==> src/rtl/moore_uart_tx_if.sv <==
// ---------------------------------------------------------------------------
// moore_uart_tx_if
//
// Groups the parallel request side and the serial/status side of the UART
// transmitter into one bundle.
//
//   tx_start : request to send tx_data (only honoured while the transmitter
//              is idle)
//   tx_data  : DATA_BITS-wide word, captured when the request is accepted
//   tx       : serial line, idle high
//   tx_busy  : high while a frame is on the line
//   tx_done  : one-cycle pulse right after the stop bit ends
//
// Modports:
//   master : the word producer (drives tx_start/tx_data, observes the rest)
//   slave  : the transmitter itself
// ---------------------------------------------------------------------------
interface moore_uart_tx_if #(
    parameter int DATA_BITS = 8
);
    logic                 tx_start;
    logic [DATA_BITS-1:0] tx_data;
    logic                 tx;
    logic                 tx_busy;
    logic                 tx_done;

    modport master (
        output tx_start,
        output tx_data,
        input  tx,
        input  tx_busy,
        input  tx_done
    );

    modport slave (
        input  tx_start,
        input  tx_data,
        output tx,
        output tx_busy,
        output tx_done
    );
endinterface

==> src/rtl/moore_uart_tx.sv <==
// ---------------------------------------------------------------------------
// moore_uart_tx
//
// Moore-style asynchronous serial transmitter. A parallel word is accepted
// while idle and shifted out as: start bit (0), DATA_BITS data bits LSB
// first, an optional even-parity bit, and one stop bit (1). Every bit is
// held for CLKS_PER_BIT clocks.
//
// All FSM outputs are decoded from the state alone and then registered, so
// tx/tx_busy/tx_done are glitch-free and lag the state register by exactly
// one clock. tx_start sampled at edge k therefore makes tx fall after k+1.
//
// Ports:
//   clk    : system clock, rising edge
//   reset  : asynchronous, active-low reset; forces tx=1, tx_busy=0,
//            tx_done=0 immediately and aborts any frame in flight
//   bus    : moore_uart_tx_if.slave (tx_start, tx_data, tx, tx_busy, tx_done)
//
// Parameters:
//   CLKS_PER_BIT : clocks per serial bit, >= 2
//   DATA_BITS    : data bits per frame, 5..9
//
// Build option:
//   MOORE_UART_TX_PARITY_EN : when defined, a PARITY state carrying the
//   even-parity bit of the captured word is inserted between the last data
//   bit and the stop bit. When undefined, no parity logic exists at all.
// ---------------------------------------------------------------------------
module moore_uart_tx #(
    parameter int CLKS_PER_BIT = 16,
    parameter int DATA_BITS    = 8
) (
    input  logic            clk,
    input  logic            reset,
    moore_uart_tx_if.slave  bus
);

    localparam int CNT_W = $clog2(CLKS_PER_BIT);
    localparam int IDX_W = $clog2(DATA_BITS);

    localparam logic [CNT_W-1:0] CNT_LAST = CNT_W'(CLKS_PER_BIT - 1);
    localparam logic [IDX_W-1:0] IDX_LAST = IDX_W'(DATA_BITS - 1);

    // Elaboration-time guard on the legal parameter ranges.
    if (CLKS_PER_BIT < 2) begin : g_bad_clks_per_bit
        $error("moore_uart_tx: CLKS_PER_BIT must be >= 2");
    end
    if ((DATA_BITS < 5) || (DATA_BITS > 9)) begin : g_bad_data_bits
        $error("moore_uart_tx: DATA_BITS must be in 5..9");
    end

    typedef enum logic [2:0] {
        IDLE   = 3'd0,
        START  = 3'd1,
        DATA   = 3'd2,
`ifdef MOORE_UART_TX_PARITY_EN
        PARITY = 3'd3,
`endif
        STOP   = 3'd4,
        DONE   = 3'd5
    } state_t;

    state_t               state_q, state_d;
    logic [CNT_W-1:0]     cnt_q, cnt_d;
    logic [IDX_W-1:0]     idx_q, idx_d;
    logic [DATA_BITS-1:0] shift_q, shift_d;
`ifdef MOORE_UART_TX_PARITY_EN
    logic                 parity_q, parity_d;
`endif

    // Decoded (pre-register) Moore outputs.
    logic                 tx_dec;
    logic                 busy_dec;
    logic                 done_dec;

    // Registered pin drivers.
    logic                 tx_q;
    logic                 busy_q;
    logic                 done_q;

    logic                 bit_tick;
    logic [CNT_W-1:0]     cnt_step;

    assign bit_tick = (cnt_q == CNT_LAST);
    assign cnt_step = bit_tick ? '0 : cnt_q + 1'b1;

    // -----------------------------------------------------------------------
    // State register
    // -----------------------------------------------------------------------
    always_ff @(posedge clk or negedge reset) begin
        if (!reset) begin
            state_q  <= IDLE;
            cnt_q    <= '0;
            idx_q    <= '0;
            shift_q  <= '0;
`ifdef MOORE_UART_TX_PARITY_EN
            parity_q <= 1'b0;
`endif
        end else begin
            state_q  <= state_d;
            cnt_q    <= cnt_d;
            idx_q    <= idx_d;
            shift_q  <= shift_d;
`ifdef MOORE_UART_TX_PARITY_EN
            parity_q <= parity_d;
`endif
        end
    end

    // -----------------------------------------------------------------------
    // Next-state and state-decoded outputs
    // -----------------------------------------------------------------------
    always_comb begin
        state_d  = state_q;
        cnt_d    = cnt_q;
        idx_d    = idx_q;
        shift_d  = shift_q;
`ifdef MOORE_UART_TX_PARITY_EN
        parity_d = parity_q;
`endif
        tx_dec   = 1'b1;
        busy_dec = 1'b0;
        done_dec = 1'b0;

        case (state_q)
            IDLE: begin
                if (bus.tx_start) begin
                    shift_d  = bus.tx_data;
`ifdef MOORE_UART_TX_PARITY_EN
                    // Even parity is fixed at accept so later tx_data
                    // changes cannot disturb the frame.
                    parity_d = ^bus.tx_data;
`endif
                    cnt_d    = '0;
                    state_d  = START;
                end
            end

            START: begin
                tx_dec   = 1'b0;
                busy_dec = 1'b1;
                cnt_d    = cnt_step;
                if (bit_tick) begin
                    idx_d   = '0;
                    state_d = DATA;
                end
            end

            DATA: begin
                tx_dec   = shift_q[0];
                busy_dec = 1'b1;
                cnt_d    = cnt_step;
                if (bit_tick) begin
                    shift_d = shift_q >> 1;
                    idx_d   = idx_q + 1'b1;
                    if (idx_q == IDX_LAST) begin
`ifdef MOORE_UART_TX_PARITY_EN
                        state_d = PARITY;
`else
                        state_d = STOP;
`endif
                    end
                end
            end

`ifdef MOORE_UART_TX_PARITY_EN
            PARITY: begin
                tx_dec   = parity_q;
                busy_dec = 1'b1;
                cnt_d    = cnt_step;
                if (bit_tick) begin
                    state_d = STOP;
                end
            end
`endif

            STOP: begin
                busy_dec = 1'b1;
                cnt_d    = cnt_step;
                if (bit_tick) begin
                    state_d = DONE;
                end
            end

            DONE: begin
                // Single cycle; busy already low so a held tx_start is
                // accepted on the following IDLE cycle.
                done_dec = 1'b1;
                cnt_d    = '0;
                state_d  = IDLE;
            end

            default: begin
                cnt_d   = '0;
                state_d = IDLE;
            end
        endcase
    end

    // -----------------------------------------------------------------------
    // Output register stage: pins lag the state by one clock, glitch-free
    // -----------------------------------------------------------------------
    always_ff @(posedge clk or negedge reset) begin
        if (!reset) begin
            tx_q   <= 1'b1;
            busy_q <= 1'b0;
            done_q <= 1'b0;
        end else begin
            tx_q   <= tx_dec;
            busy_q <= busy_dec;
            done_q <= done_dec;
        end
    end

    assign bus.tx      = tx_q;
    assign bus.tx_busy = busy_q;
    assign bus.tx_done = done_q;

endmodule

==> src/flat_wrapper.sv <==
// flat-port wrapper written by rule: the top's interface ports become plain ports
module moore_uart_tx_flat 
#(
    parameter int CLKS_PER_BIT = 16,
    parameter int DATA_BITS    = 8
)
  (clk, reset, bus_tx_start, bus_tx_data, bus_tx, bus_tx_busy, bus_tx_done);
  moore_uart_tx_if #(.DATA_BITS(DATA_BITS)) bus_i ();
  input  logic clk;
  input  logic reset;
  input wire logic [$bits(bus_i.tx_start)-1:0] bus_tx_start;
  input wire logic [$bits(bus_i.tx_data)-1:0] bus_tx_data;
  output wire logic [$bits(bus_i.tx)-1:0] bus_tx;
  output wire logic [$bits(bus_i.tx_busy)-1:0] bus_tx_busy;
  output wire logic [$bits(bus_i.tx_done)-1:0] bus_tx_done;
  assign bus_i.tx_start = bus_tx_start;
  assign bus_i.tx_data = bus_tx_data;
  assign bus_tx = bus_i.tx;
  assign bus_tx_busy = bus_i.tx_busy;
  assign bus_tx_done = bus_i.tx_done;
  moore_uart_tx #(.CLKS_PER_BIT(CLKS_PER_BIT), .DATA_BITS(DATA_BITS)) u_core (.clk(clk), .reset(reset), .bus(bus_i));
endmodule
==> config.mk <==
export PLATFORM = sky130hd
export DESIGN_NAME = moore_uart_tx_flat
export DESIGN_NICKNAME = d
export VERILOG_FILES = /design/src/rtl/moore_uart_tx_if.sv /design/src/rtl/moore_uart_tx.sv /design/src/flat_wrapper.sv
export SDC_FILE = /design/constraint.sdc
export NUM_CORES = 1
export LEC_CHECK = 0
export BUFFER_PORTS_ARGS = -buffer_cell sky130_fd_sc_hd__buf_2
export CAP_MARGIN = 20
export CORE_MARGIN = 3
export CORE_UTILIZATION = 45
export CTS_BUF_LIST = sky130_fd_sc_hd__clkbuf_4
export CTS_CLUSTER_DIAMETER = 50
export DETAILED_ROUTE_END_ITERATION = 10
export GPL_ROUTABILITY_DRIVEN = 0
export GPL_TIMING_DRIVEN = 0
export PLACE_DENSITY_LB_ADDON = 0.05
export SLEW_MARGIN = 40
export SYNTH_ARGS = -nofsm -noshare
export SYNTH_HDL_FRONTEND = slang
export SYNTH_SLANG_ARGS = --single-unit
==> constraint.sdc <==
create_clock -name clk -period 3.9 [get_ports clk]
set_input_delay 0.39 -clock clk [delete_from_list [all_inputs] [get_ports clk]]
set_output_delay 0.39 -clock clk [all_outputs]
set_load 0.01 [all_outputs]
# --- Yosys cells after proc, flatten, opt, wreduce, memory -nomap -nowiden ---
# Cells that the tools add are included.
word_totals:
  reg_bits: 21
  inputBits: 11
  elab_cells: 45
classes:
  n_addsub: 2
  n_eq_ne: 11
  n_mux: 18
  reduce_logical: 7
op_table:
  columns: ["cell", "count"]
  rows:
  - ["$mux 3", 7]
  - ["$mux 8", 2]
  - ["$pmux 8 s2", 1]
  - ["$pmux 3 s4", 1]
  - ["$eq 3x3->1 const B", 3]
  - ["$mux 4", 2]
  - ["$ne 2x1->1 const B", 4]
  - ["$pmux 4 s2", 1]
  - ["$pmux 3 s2", 1]
  - ["$reduce_and 3->1", 2]
  - ["$reduce_and 5->1", 1]
  - ["$add 4x1->4 const B", 1]
  - ["$eq 4x4->1 const B", 1]
  - ["$reduce_bool 2->1", 2]
  - ["$add 3x1->3 const B", 1]
  - ["$eq 3x1->1 const B", 1]
  - ["$eq 3x2->1 const B", 1]
  - ["$logic_not 3->1", 1]
  - ["$reduce_or 3->1", 1]
  - ["$mux 1", 2]
  - ["$ne 2x2->1 const B", 1]
  - ["$pmux 1 s2", 1]

# --- Longest topological paths before layout ---
depth:
  word_depth: 4
  mapped_depth: 5

# --- Worst setup path before layout ---
# No wires, ideal clock.
synth_timing:
  path_type: "register -> register"
  from: "register u_core.cnt_q[0]"
  to: "register u_core.shift_q[0]"
  setup_time_ns: 0.125
  arrival_time_ns: 1.703
  required_ns: 3.775
  path_slack_ns: 2.073
  path_stages_with_launch: 5
  path_buffers: 0
  synth_period_minus_slack_ns: 1.827
  path_cell_list: "dfrtp_1 ha_1 nand3_2 a2111oi_4 mux2_2"
synth_between:
  elab_chain_cells: 3
synth_lines:
  columns: ["element", "line", "text"]
  rows:
  - ["start, declared", "moore_uart_tx.sv:63", "logic [CNT_W-1:0] cnt_q, cnt_d;"]
  - ["start signal, assigned", "moore_uart_tx.sv:100", "cnt_q <= cnt_d;"]
  - ["$eq 4x4->1", "moore_uart_tx.sv:83", "assign bit_tick = (cnt_q == CNT_LAST);"]
  - ["$ne 2x1->1 (no line)", null, null]
  - ["$reduce_and 3->1 (no line)", null, null]
  - ["end signal, assigned", "moore_uart_tx.sv:102", "shift_q <= shift_d;"]
  - ["end, declared", "moore_uart_tx.sv:65", "logic [DATA_BITS-1:0] shift_q, shift_d;"]
# No other way between the ends.
# A chain may end at the register's enable or synchronous reset.

# --- Worst setup path after layout ---
layout_timing:
  from: "register u_core.cnt_q[0]"
  to: "register u_core.shift_q[4]"
# Same word-level chain as after synthesis.

==> results.ini <==
[timing]
rsz0062_at_grt = false
maxSlewHeadroom = 0.549
tightest_slew_ps = 673
setup_viol = 0
slew_violations = 0
fmax_ghz = 0.466
fin_worst_skew_ps = 0.891
fin_crit_ps = 2150
fin_setup_tns_ps = 0
hold_slack_ps = 28.5
hold_violations = 0
fin_crit_sh = 0.551

[min_path]
hold_class = in2async

[final_layout]
syn_to_final_growth_pct = 11.7
drive_gt1_frac = 0.387
antenna_cells = 0
multi_input_area_um2 = 561
seq_area_um2 = 527
final_cells = 134
final_nets = 121
nFillCells = 200

[floorplanning]
fp.dieW_um = 55.7
fp.dieArea_um2 = 3100
die_y_um = 55.7
start_util = 0.488
io_pins = 14
row_count = 17
core-area_um2 = 2280

[synthesis]
synthCells = 89
synth_edf_count = 0
synth_top_area_frac = 0.451
ys_top_cells_by_count = dfrtp_1 (20), mux2_2 (15), and3_1 (4)
netlist_area_um2 = 1110
async_flop_share = 1.00
synth_top_cell_by_area = dfrtp_1
ys.flop_type = dfrtp_1
avgSynthCellArea_um2 = 12.5
synth_cell_types = 39
synth_area_leaders = dfrtp_1 (45%), mux2_2 (15%), ha_1 (3.4%)
ys_seq_area_frac = 0.475
syn-num-nets = 103
synth.most_common_cell = dfrtp_1
synth_seq_cells = 21
yosysWarningCount = 0

[status]
status = completed

[cts]
clk_latency_ps = 300
clock-root-buffer = clkbuf_4
cts_resized = 0
clock_sinks = 21
cts_tree = built
clockBufferDepth = 2
htree_levels = 1
clkTransAtPathRegs_ps = 110
cts_buffers = 3
post_cts_buffers = 0
holdBufCountCts = 0

[global_routing]
grt-ovfl-total = 0
antenna_found_initial = 0
grtUsageTotal = 0.136
grt_max_degree = 22
grt_pass1_vias = 785
grt_pass1_wl_um = 3420

[setup_path]
cp.arrival_ps = 2340
rrSetupSlack_ps = 1750
worst-path-max-fanout = 8
cp-startpoint = u_core.cnt_q[0]
worst-setup-path-type = reg2reg
endpoint_kind = flip-flop
worstRegToRegCells = 4
r2r-end = u_core.shift_q[4]
crit_required_ps = 4100
worst_setup_path_start_kind = flip-flop
rr_startpoint = u_core.cnt_q[0]

[run]
drv_cap = 0

[routing]
wirelength_um = 1910
antenna_left = 0
first_pass_iters = 4
remaining_drc_errors = 0
drt-wirelength-per-cell_um = 14.2
drt_iter0_markers = 15
vias_per_cell = 5.52
vias = 740

[placed_design]
dp_hpwl_um = 1320
portBuffers = 13
dpl.cell_count = 130

[power_and_ir_drop]
powerDensity_nw_per_um2 = 602
cellLeakagePower_nw = 0.581
p_total_uw = 747
ir_drop_uv = 343

## layout make-up
| class | count | area share |
|---|---|---|
| Inverter | 1 | 0.00303 |
| Buffer | 4 | 0.0151 |
| Clock buffer | 4 | 0.0242 |
| Timing Repair Buffer | 13 | 0.0525 |
| Tap cell | 28 | 0.0283 |
| Sequential cell | 21 | 0.425 |
| Multi-Input combinational cell | 63 | 0.452 |
## flip-flops by register name, indices dropped and copies added, names as in the netlist
register and count:
u_core.bus.tx_busy 1, u_core.cnt_q 4, u_core.shift_q 8, u_core.bus.tx_done 1
u_core.state_q 3, u_core.bus.tx 1, u_core.idx_q 3
## worst max-delay path, cell delays in order (launching register included)
cell	delay, ps
dfrtp_1	440
ha_1	300
nand3_2	180
a2111oi_4	710
mux2_2	410
## cells in the final DEF (no fill, tap or decap), types with 2 or more instances in the layout
cell,count
a211o_1,2
a21o_1,2
a22o_1,3
and2_1,2
and3_1,4
buf_2,13
clkbuf_1,2
clkbuf_4,4
dfrtp_1,20
ha_1,3
mux2_2,15
nor2_1,3
nor2b_1,3
or2b_1,2
xor2_1,2
## layer usage
layer  global-route usage  up-vias  routed length (um)
li1                     -      366                   -
met5                    0        -                   0
met3               0.0209        2                  53
met2                0.216        8                 855
met4               0.0625        0                  14
met1                0.181      364                 982
## report_power, final
| part | switching, mW | internal (mW) |
|---|---|---|
| clock network | 0.0650 | 0.0468 |
| registers | 0.0542 | 0.301 |
| logic | 0.124 | 0.156 |
| total | 0.243 | 0.503 |
## how the worst max path moves through the flow
stage,endpoint,slack [ps],cells after the start
2_1_floorplan,u_core.shift_q[0],2070,4
3_5_place_dp,u_core.shift_q[4],1770,4
6_report,u_core.shift_q[4],1750,4
3_3_place_gp,u_core.shift_q[2],1810,4
5_1_grt,u_core.shift_q[4],1640,4
4_1_cts,u_core.shift_q[4],1740,4
## cell families (layout without fill, tap and decap cells)
kind of cell | count (synthesis) | in the layout | share of synthesized area
AO/OA/AOI/OAI | 16 | 16 | 0.134
XOR/XNOR | 2 | 2 | 0.0158
adder cells (fa/ha/maj) | 3 | 3 | 0.0338
buffers and inverters | 5 | 22 | 0.0203
flip-flops | 21 | 21 | 0.475
multiplexers | 16 | 16 | 0.161
AND/OR/NAND/NOR | 26 | 26 | 0.160
## per-stage QoR
step	setup slack, ps	cell area [um^2]	utilization
2_1_floorplan	2070	1110	-
3_3_place_gp	1810	1210	0.532
3_5_place_dp	1770	1210	0.532
4_1_cts	1740	1240	0.545
5_1_grt	1640	1240	0.545
6_report	1750	1240	0.545
Power figures use the tool's default switching activity.
